$ cat src/rtl/mips_pkg.sv
// Shared definitions for the memory-stage load/store unit.
package mips_pkg;

  // Access size encoding carried down the pipeline with each memory op
  localparam logic [1:0] SIZE_BYTE = 2'b00;
  localparam logic [1:0] SIZE_HALF = 2'b01;
  localparam logic [1:0] SIZE_WORD = 2'b10;
  localparam logic [1:0] SIZE_RSVD = 2'b11;

  // Default data memory depth in 32-bit words
  localparam int DM_WORDS = 4096;

  // IDLE accepts requests; RMW_WR issues the write half of a sub-word store
  typedef enum logic {
    IDLE   = 1'b0,
    RMW_WR = 1'b1
  } lsu_state_t;

endpackage

$ cat src/rtl/lsu_lane_align.sv
// Byte/half lane steering: extracts and extends load data, and merges
// sub-word store data into a fetched memory word.
module lsu_lane_align
  import mips_pkg::*;
#(
  parameter bit LITTLE_END = 1'b1
) (
  input  logic [31:0] rdata,
  input  logic [1:0]  lane,
  input  logic [1:0]  size,
  input  logic        unsigned_ld,
  input  logic [31:0] wdata,
  output logic [31:0] ld_data,
  output logic [31:0] merged
);

  logic [4:0]  shamt;
  logic [31:0] shifted;
  logic [31:0] field_mask;

  // Locate the lane bit offset, then extract/extend for loads and splice for stores
  always_comb begin
    shamt      = 5'd0;
    field_mask = 32'hFFFF_FFFF;
    if (size == SIZE_BYTE) begin
      shamt      = LITTLE_END ? {lane, 3'b000} : {~lane, 3'b000};
      field_mask = 32'h0000_00FF;
    end else if (size == SIZE_HALF) begin
      shamt      = LITTLE_END ? {lane[1], 4'b0000} : {~lane[1], 4'b0000};
      field_mask = 32'h0000_FFFF;
    end
    shifted = rdata >> shamt;
    case (size)
      SIZE_BYTE: ld_data = unsigned_ld ? {24'd0, shifted[7:0]}
                                       : {{24{shifted[7]}}, shifted[7:0]};
      SIZE_HALF: ld_data = unsigned_ld ? {16'd0, shifted[15:0]}
                                       : {{16{shifted[15]}}, shifted[15:0]};
      default:   ld_data = rdata;
    endcase
    merged = (rdata & ~(field_mask << shamt)) | ((wdata & field_mask) << shamt);
  end

endmodule

$ cat src/rtl/load_store_unit.sv
// Memory-stage access controller: loads, word stores, read-modify-write
// sub-word stores with a one-cycle stall, and access fault detection.
module load_store_unit
  import mips_pkg::*;
#(
  parameter int MEM_WORDS  = DM_WORDS,
  parameter bit LITTLE_END = 1'b1
) (
  input  logic        clk,
  input  logic        rst,
  input  logic        mem_read,
  input  logic        mem_write,
  input  logic [1:0]  size,
  input  logic        unsigned_ld,
  input  logic [31:0] address,
  input  logic [31:0] store_data,
  output logic [31:0] load_data,
  output logic        stall,
  output logic        fault,
  output logic [31:0] bad_addr,
  output logic        dm_read,
  output logic        dm_write,
  output logic [31:0] dm_address,
  output logic [31:0] dm_wdata,
  input  logic [31:0] dm_rdata
);

  lsu_state_t  state_q, state_d;
  logic [29:0] addr_q, addr_d;
  logic [31:0] wdata_q, wdata_d;
  logic [31:0] bad_addr_q, bad_addr_d;

  logic [31:0] lane_ld_data;
  logic [31:0] lane_merged;
  logic        access_fault;

  lsu_lane_align #(.LITTLE_END(LITTLE_END)) u_lane_align (
    .rdata       (dm_rdata),
    .lane        (address[1:0]),
    .size        (size),
    .unsigned_ld (unsigned_ld),
    .wdata       (store_data),
    .ld_data     (lane_ld_data),
    .merged      (lane_merged)
  );

  // Reject reserved sizes, misaligned half/word accesses and out-of-range words
  always_comb begin
    access_fault = 1'b0;
    if (size == SIZE_RSVD)
      access_fault = 1'b1;
    else if (size == SIZE_HALF && address[0])
      access_fault = 1'b1;
    else if (size == SIZE_WORD && address[1:0] != 2'b00)
      access_fault = 1'b1;
    else if ({2'b00, address[31:2]} >= 32'(MEM_WORDS))
      access_fault = 1'b1;
  end

  // Next-state and output decode; everything is held quiet while reset is high
  always_comb begin
    state_d    = state_q;
    addr_d     = addr_q;
    wdata_d    = wdata_q;
    bad_addr_d = bad_addr_q;
    load_data  = 32'd0;
    stall      = 1'b0;
    fault      = 1'b0;
    dm_read    = 1'b0;
    dm_write   = 1'b0;
    dm_address = 32'd0;
    dm_wdata   = 32'd0;
    if (!rst) begin
      case (state_q)
        IDLE: begin
          if (mem_read || mem_write) begin
            if (access_fault) begin
              fault      = 1'b1;
              bad_addr_d = address;
            end else if (mem_write) begin
              dm_address = {address[31:2], 2'b00};
              if (size == SIZE_WORD) begin
                dm_write = 1'b1;
                dm_wdata = store_data;
              end else begin
                stall   = 1'b1;
                dm_read = 1'b1;
                addr_d  = address[31:2];
                wdata_d = lane_merged;
                state_d = RMW_WR;
              end
            end else begin
              dm_read    = 1'b1;
              dm_address = {address[31:2], 2'b00};
              load_data  = lane_ld_data;
            end
          end
        end
        RMW_WR: begin
          dm_write   = 1'b1;
          dm_address = {addr_q, 2'b00};
          dm_wdata   = wdata_q;
          state_d    = IDLE;
        end
        default: state_d = IDLE;
      endcase
    end
  end

  // State, RMW latches and fault address register
  always_ff @(posedge clk or posedge rst) begin
    if (rst) begin
      state_q    <= IDLE;
      addr_q     <= 30'd0;
      wdata_q    <= 32'd0;
      bad_addr_q <= 32'd0;
    end else begin
      state_q    <= state_d;
      addr_q     <= addr_d;
      wdata_q    <= wdata_d;
      bad_addr_q <= bad_addr_d;
    end
  end

  assign bad_addr = bad_addr_q;

endmodule

$ cat config.mk
export PLATFORM = sky130hd
export DESIGN_NAME = load_store_unit
export DESIGN_NICKNAME = d
export VERILOG_FILES = /design/src/rtl/mips_pkg.sv /design/src/rtl/lsu_lane_align.sv /design/src/rtl/load_store_unit.sv
export SDC_FILE = /design/constraint.sdc
export NUM_CORES = 1
export LEC_CHECK = 0
export CAP_MARGIN = 0
export CORE_MARGIN = 3
export CORE_UTILIZATION = 45
export DETAILED_ROUTE_END_ITERATION = 16
export PLACE_DENSITY = 0.91
export SETUP_SLACK_MARGIN = 0.5
export SKIP_CTS_REPAIR_TIMING = 1
export SLEW_MARGIN = 25
export SYNTH_ARGS = -nofsm -noshare
export SYNTH_HDL_FRONTEND = slang
export SYNTH_SLANG_ARGS = --single-unit
export TNS_END_PERCENT = 5
$ cat constraint.sdc
create_clock -name clk -period 5.4 [get_ports clk]
set_clock_uncertainty 0.2 [all_clocks]
set_input_delay 1.08 -clock clk [delete_from_list [all_inputs] [get_ports clk]]
set_output_delay 1.08 -clock clk [all_outputs]
set_load 0.03 [all_outputs]
* After elaboration in Yosys (flattened, before gate mapping)
Index checks and enable logic that the tools add are counted.
** Cells by class
- $lt $le $gt $ge :: 1
- Eq/ne operators :: 3
- Shifts and indexed selects :: 3
- Multiplexer cells :: 48
- Bitwise gates (word level) :: 8
- Reduce and logical (&&, ||, !) cells :: 7
** Operator list (number)
- 2-to-1 mux 32 bit :: 17
- case mux 32 bit (2 select lines) :: 3
- AND 32 bit :: 2
- << shifter 32 x 5 -> 32 bit :: 2
- NOT 32 bit :: 1
- OR 32 bit :: 1
- >> shifter 32 x 5 -> 16 bit :: 1
- greater-or-equal comparator 30 x 13 -> 1 bit (second input constant) :: 1
- 2-to-1 mux 1 bit :: 24
- 2-to-1 mux 5 bit :: 2
- AND reduction 6 bit :: 1
- == test 2 bit (second input constant) :: 2
- NOT 1 bit :: 4
- case mux 1 bit (2 select lines) :: 2
- AND reduction 4 bit :: 1
- == test 2 x 1 -> 1 bit (second input constant) :: 1
- logical AND 1 bit :: 2
- zero test 2 bit :: 1
- nonzero test 2 bit :: 1
- logical OR 1 bit :: 1
** Word-level totals
- Register bits :: 95
- Input bits :: 103
- Output and inout port bits :: 132
- Logic and storage cells :: 74

* Depth between registers and ports, before layout
- Depth after elaboration :: 11
- Depth in mapped cells :: 7
- Mapped depth without buffers :: 4

* By module
A second synthesis with hierarchy kept.
** Unflattened totals
- Cells, all modules :: 626
- Area, all modules :: 6132.1 µm²
** By module, submodules not included
- load_store_unit :: times used 1, cells each 412, area each 4688.2 µm², seq. area each 2377.3 µm²
- lsu_lane_align :: times used 1, cells each 214, area each 1443.9 µm², seq. area each 0.0 µm²

* Least setup slack after synthesis
OpenSTA, ideal clock, no wires.
- Kind :: in2out
- Start point :: input port address[24]
- End point :: output port load_data[1]
- Data arrival time :: 3447 ps
- Data required time :: 4120 ps
- Setup slack :: 673 ps
- Stages on the path :: 5
- Path buffers :: 1
- Path through :: nor4_1 -> nand4_1 -> or4b_1 -> clkbuf_1 -> a2111oi_1
** Between the ends
- Cells in the longest elaborated chain, start to end :: 9
** Ends and longest elaborated chain
- start, declared :: line load_store_unit.sv:15 : input logic [31:0] address,
- greater-or-equal comparator 30 x 13 -> 1 bit :: line load_store_unit.sv:56 : else if ({2'b00, address[31:2]} >= 32'(MEM_WORDS))
- 2-to-1 mux 1 bit :: line load_store_unit.sv:56
- 2-to-1 mux 1 bit :: line load_store_unit.sv:54 : else if (size == SIZE_WORD && address[1:0] != 2'b00)
- 2-to-1 mux 1 bit :: line load_store_unit.sv:52 : else if (size == SIZE_HALF && address[0])
- 2-to-1 mux 1 bit :: line load_store_unit.sv:50 : if (size == SIZE_RSVD)
- 2-to-1 mux 32 bit :: line load_store_unit.sv:77 : if (access_fault) begin
- 2-to-1 mux 32 bit :: line load_store_unit.sv:76 : if (mem_read || mem_write) begin
- 2-to-1 mux 32 bit :: line load_store_unit.sv:74 : case (state_q)
- 2-to-1 mux 32 bit :: line load_store_unit.sv:73 : if (!rst) begin
- end, declared :: line load_store_unit.sv:17 : output logic [31:0] load_data,
No other way between the ends.

* Worst setup path in the final report
- Start point :: input port address[24]
- End point :: output port load_data[2]
Same word-level chain as after synthesis.

==> metrics.yaml <==
r2r_slack_ps: 3120
viasPerCell: 5.990
slew_headroom_pct: 39.39
synth_top_area_share_pct: 39.84
finalMaxSlewViolations: 0
crit_fanout: 32
gp_congestion: 0.9619
worst-setup-path-type: "input port to output port"
r2r-end: "wdata_q[11]$_DFFE_PP0P_"
nNetsFinal: 938
h-tree-depth: 3
yosysWarnings: 0
netlist-cell-type-count: 48
avgRoutedWirePerCell_um: 21.68
drive_gt1_share_pct: 24.76
grt_overflow: 0
grt_pass1_wl_mm: 33.29
worstHoldPathType: "flip-flop to flip-flop"
setup-tns-final_ps: 0
r2r_start: "state_q$_DFFE_PP0N_"
cts_max_path_buffers: 2
ir_drop_uv: 233.2
setup_violations: 0
rows: 41
hpwl_mm: 15.59
cp.required_ps: 4120
vias: 6062
r2r_cells: 5
critPathCapture: "load_data[2]"
synth_edf_count: 0
crit_family: "buffers and inverters"
synth.avg_cell_area_um2: 9.532
grt_max_degree: 86
clock_sinks: 95
seq_area_frac_synth_pct: 39.84
io_pins: 235
clk_pin_slew_ps: 60
min_period_ps: 4995
syn_to_final_growth_pct: 50.20
dp_slack_ps: 128.7
crit_buf_inv: 5
nFillCells: 898
cp.depth: 9
antenna_cells: 0
cp_slowest_stage_delay_ps: 610
synthTopCellsByCount: "dfrtp_1, mux2_2, nand2_1"
hold_depth: 1
whs_ps: 289.7
synthesis.area_um2: 5967
worstPathCellList: "clkdlybuf4s50_1 -> nor4_2 -> buf_4 -> nand4_1 -> or4b_1 -> buf_12 -> a2111oi_2 -> buf_4 -> buf_4"
cts_tree: "built"
synth_most_common_cell: "dfrtp_1"
dpl.cell_count: 996
rsz0062_at_grt: "true"
synth-async-reset-ratio_pct: 100.0
power.density_nw_per_um2: 206.9
io_buffer_count: 232
crit_path_frequent_cell: "buf_4"
tightest_slew_ps: 909.1
fp.dieH_um: 121.2
critPathLaunchType: "input port"
worstPathArrival_ps: 3720
end_kind: "output port"
synthCells: 626
ant_nets: 0
die_area_um2: 14680
worstSkewPairLatency_ps: 340
timing.final.crit_share_pct: 92.50
dr.pass1.iters: 7
fin_util_pct: 70.16
crit_slowest_cell: "or4b_1"
fin_ws_ps: 404.7
critPathLaunch: "address[24]"
hold_viol: 0
outcome: "finished, final reports clean"
max_cap_viol_count: 0
synth-seq-cells: 95
synth_top_flop_cell: "dfrtp_1"
grt_pass1_vias: 6042
grt_usage_pct: 29.21
drt_iter0_drc: 623
cts_root_buf: "clkbuf_16"
p_leak_nw: 4.153
post-route-drc-count: 0
die_w_um: 121.2
fmax_mhz: 200.2
antenna_found_initial: 0
instances_no_fill: 1012
drt-total-wl_mm: 21.95
cts_buffers: 9
core_um2: 12770
start_util_pct: 46.71
synth.area.top_cells: "dfrtp_1, mux2_2, nand4b_1"
yosys.area.top_type: "dfrtp_1"
-- metal layers --
layer / GRT usage [%] / part of all wire [%] / vias up
met5: 0 / 0 / -
li1: - / - / 2689
met4: 13.17 / 4.7 / 0
met2: 48.14 / 47 / 408
met1: 34.80 / 36 / 2887
met3: 9.510 / 12 / 78
-- metrics by stage --
stage          cell area, um^2  power (mW)
2_1_floorplan             5971      0.9814
3_3_place_gp              8568       1.191
3_5_place_dp              8571       1.200
4_1_cts                   8879       1.861
5_1_grt                   8962       1.921
6_report                  8962       1.854
-- how the worst min path moves through the flow --
stage                                       from  slack (ps)                      to
final                     addr_q[22]$_DFFE_PP0P_         290  addr_q[22]$_DFFE_PP0P_
after detailed placement  addr_q[27]$_DFFE_PP0P_         280  addr_q[27]$_DFFE_PP0P_
after CTS                 addr_q[22]$_DFFE_PP0P_         300  addr_q[22]$_DFFE_PP0P_
after floorplan           addr_q[12]$_DFFE_PP0P_         260  addr_q[12]$_DFFE_PP0P_
after global placement    addr_q[14]$_DFFE_PP0P_         270  addr_q[14]$_DFFE_PP0P_
after global routing      wdata_q[0]$_DFFE_PP0P_         320  wdata_q[0]$_DFFE_PP0P_
-- cell type report --
| type | count | area [um^2] | area share, % |
|---|---|---|---|
| Multi-Input combinational cell | 448 | 3288 | 36.69 |
| Timing Repair Buffer | 260 | 2690 | 30.02 |
| Sequential cell | 95 | 2377 | 26.53 |
| Clock buffer | 10 | 239.0 | 2.666 |
| Tap cell | 172 | 215.2 | 2.401 |
| Inverter | 21 | 83.83 | 0.9354 |
| Clock inverter | 6 | 68.82 | 0.7678 |
-- where the power goes --
| group | switching, mW | internal [mW] |
|---|---|---|
| logic | 0.240 | 0.195 |
| clock network | 0.284 | 0.374 |
| registers | 0.0179 | 0.743 |
-- sequential cells by signal, summed over array words and instances, names as in the netlist --
signal and count:
bad_addr 32, state_q 1, wdata_q 32, addr_q 30
-- layout by cell type, fill, tap and decap left out, types with 7 or more instances in the layout --
cell	count
dfrtp_1	95
nand3_1	9
nor3_1	17
nor2b_1	20
a31oi_1	8
clkbuf_16	9
o21ai_0	27
clkdlybuf4s50_1	147
dlymetal6s2s_1	22
a222oi_1	8
buf_12	21
buf_4	69
inv_1	19
a22o_1	20
nor2_1	44
and2_1	18
mux2_2	78
nand2_1	58
mux2i_1	15
o22ai_1	7
nand4b_1	32
a221oi_1	8
a21oi_1	36
-- logic make-up (layout without fill, tap and decap cells) --
| kind of cell | count (synthesis) | count (layout) | share of synthesized area [%] |
|---|---|---|---|
| buffers and inverters | 84 | 297 | 5.913 |
| multiplexers | 93 | 93 | 17.24 |
| AO/OA/AOI/OAI | 135 | 135 | 16.92 |
| other | 1 | 2 | 0.06285 |
| flip-flops | 95 | 95 | 39.84 |
| AND/OR/NAND/NOR | 218 | 218 | 20.03 |
(Power assumes the default switching activity.)
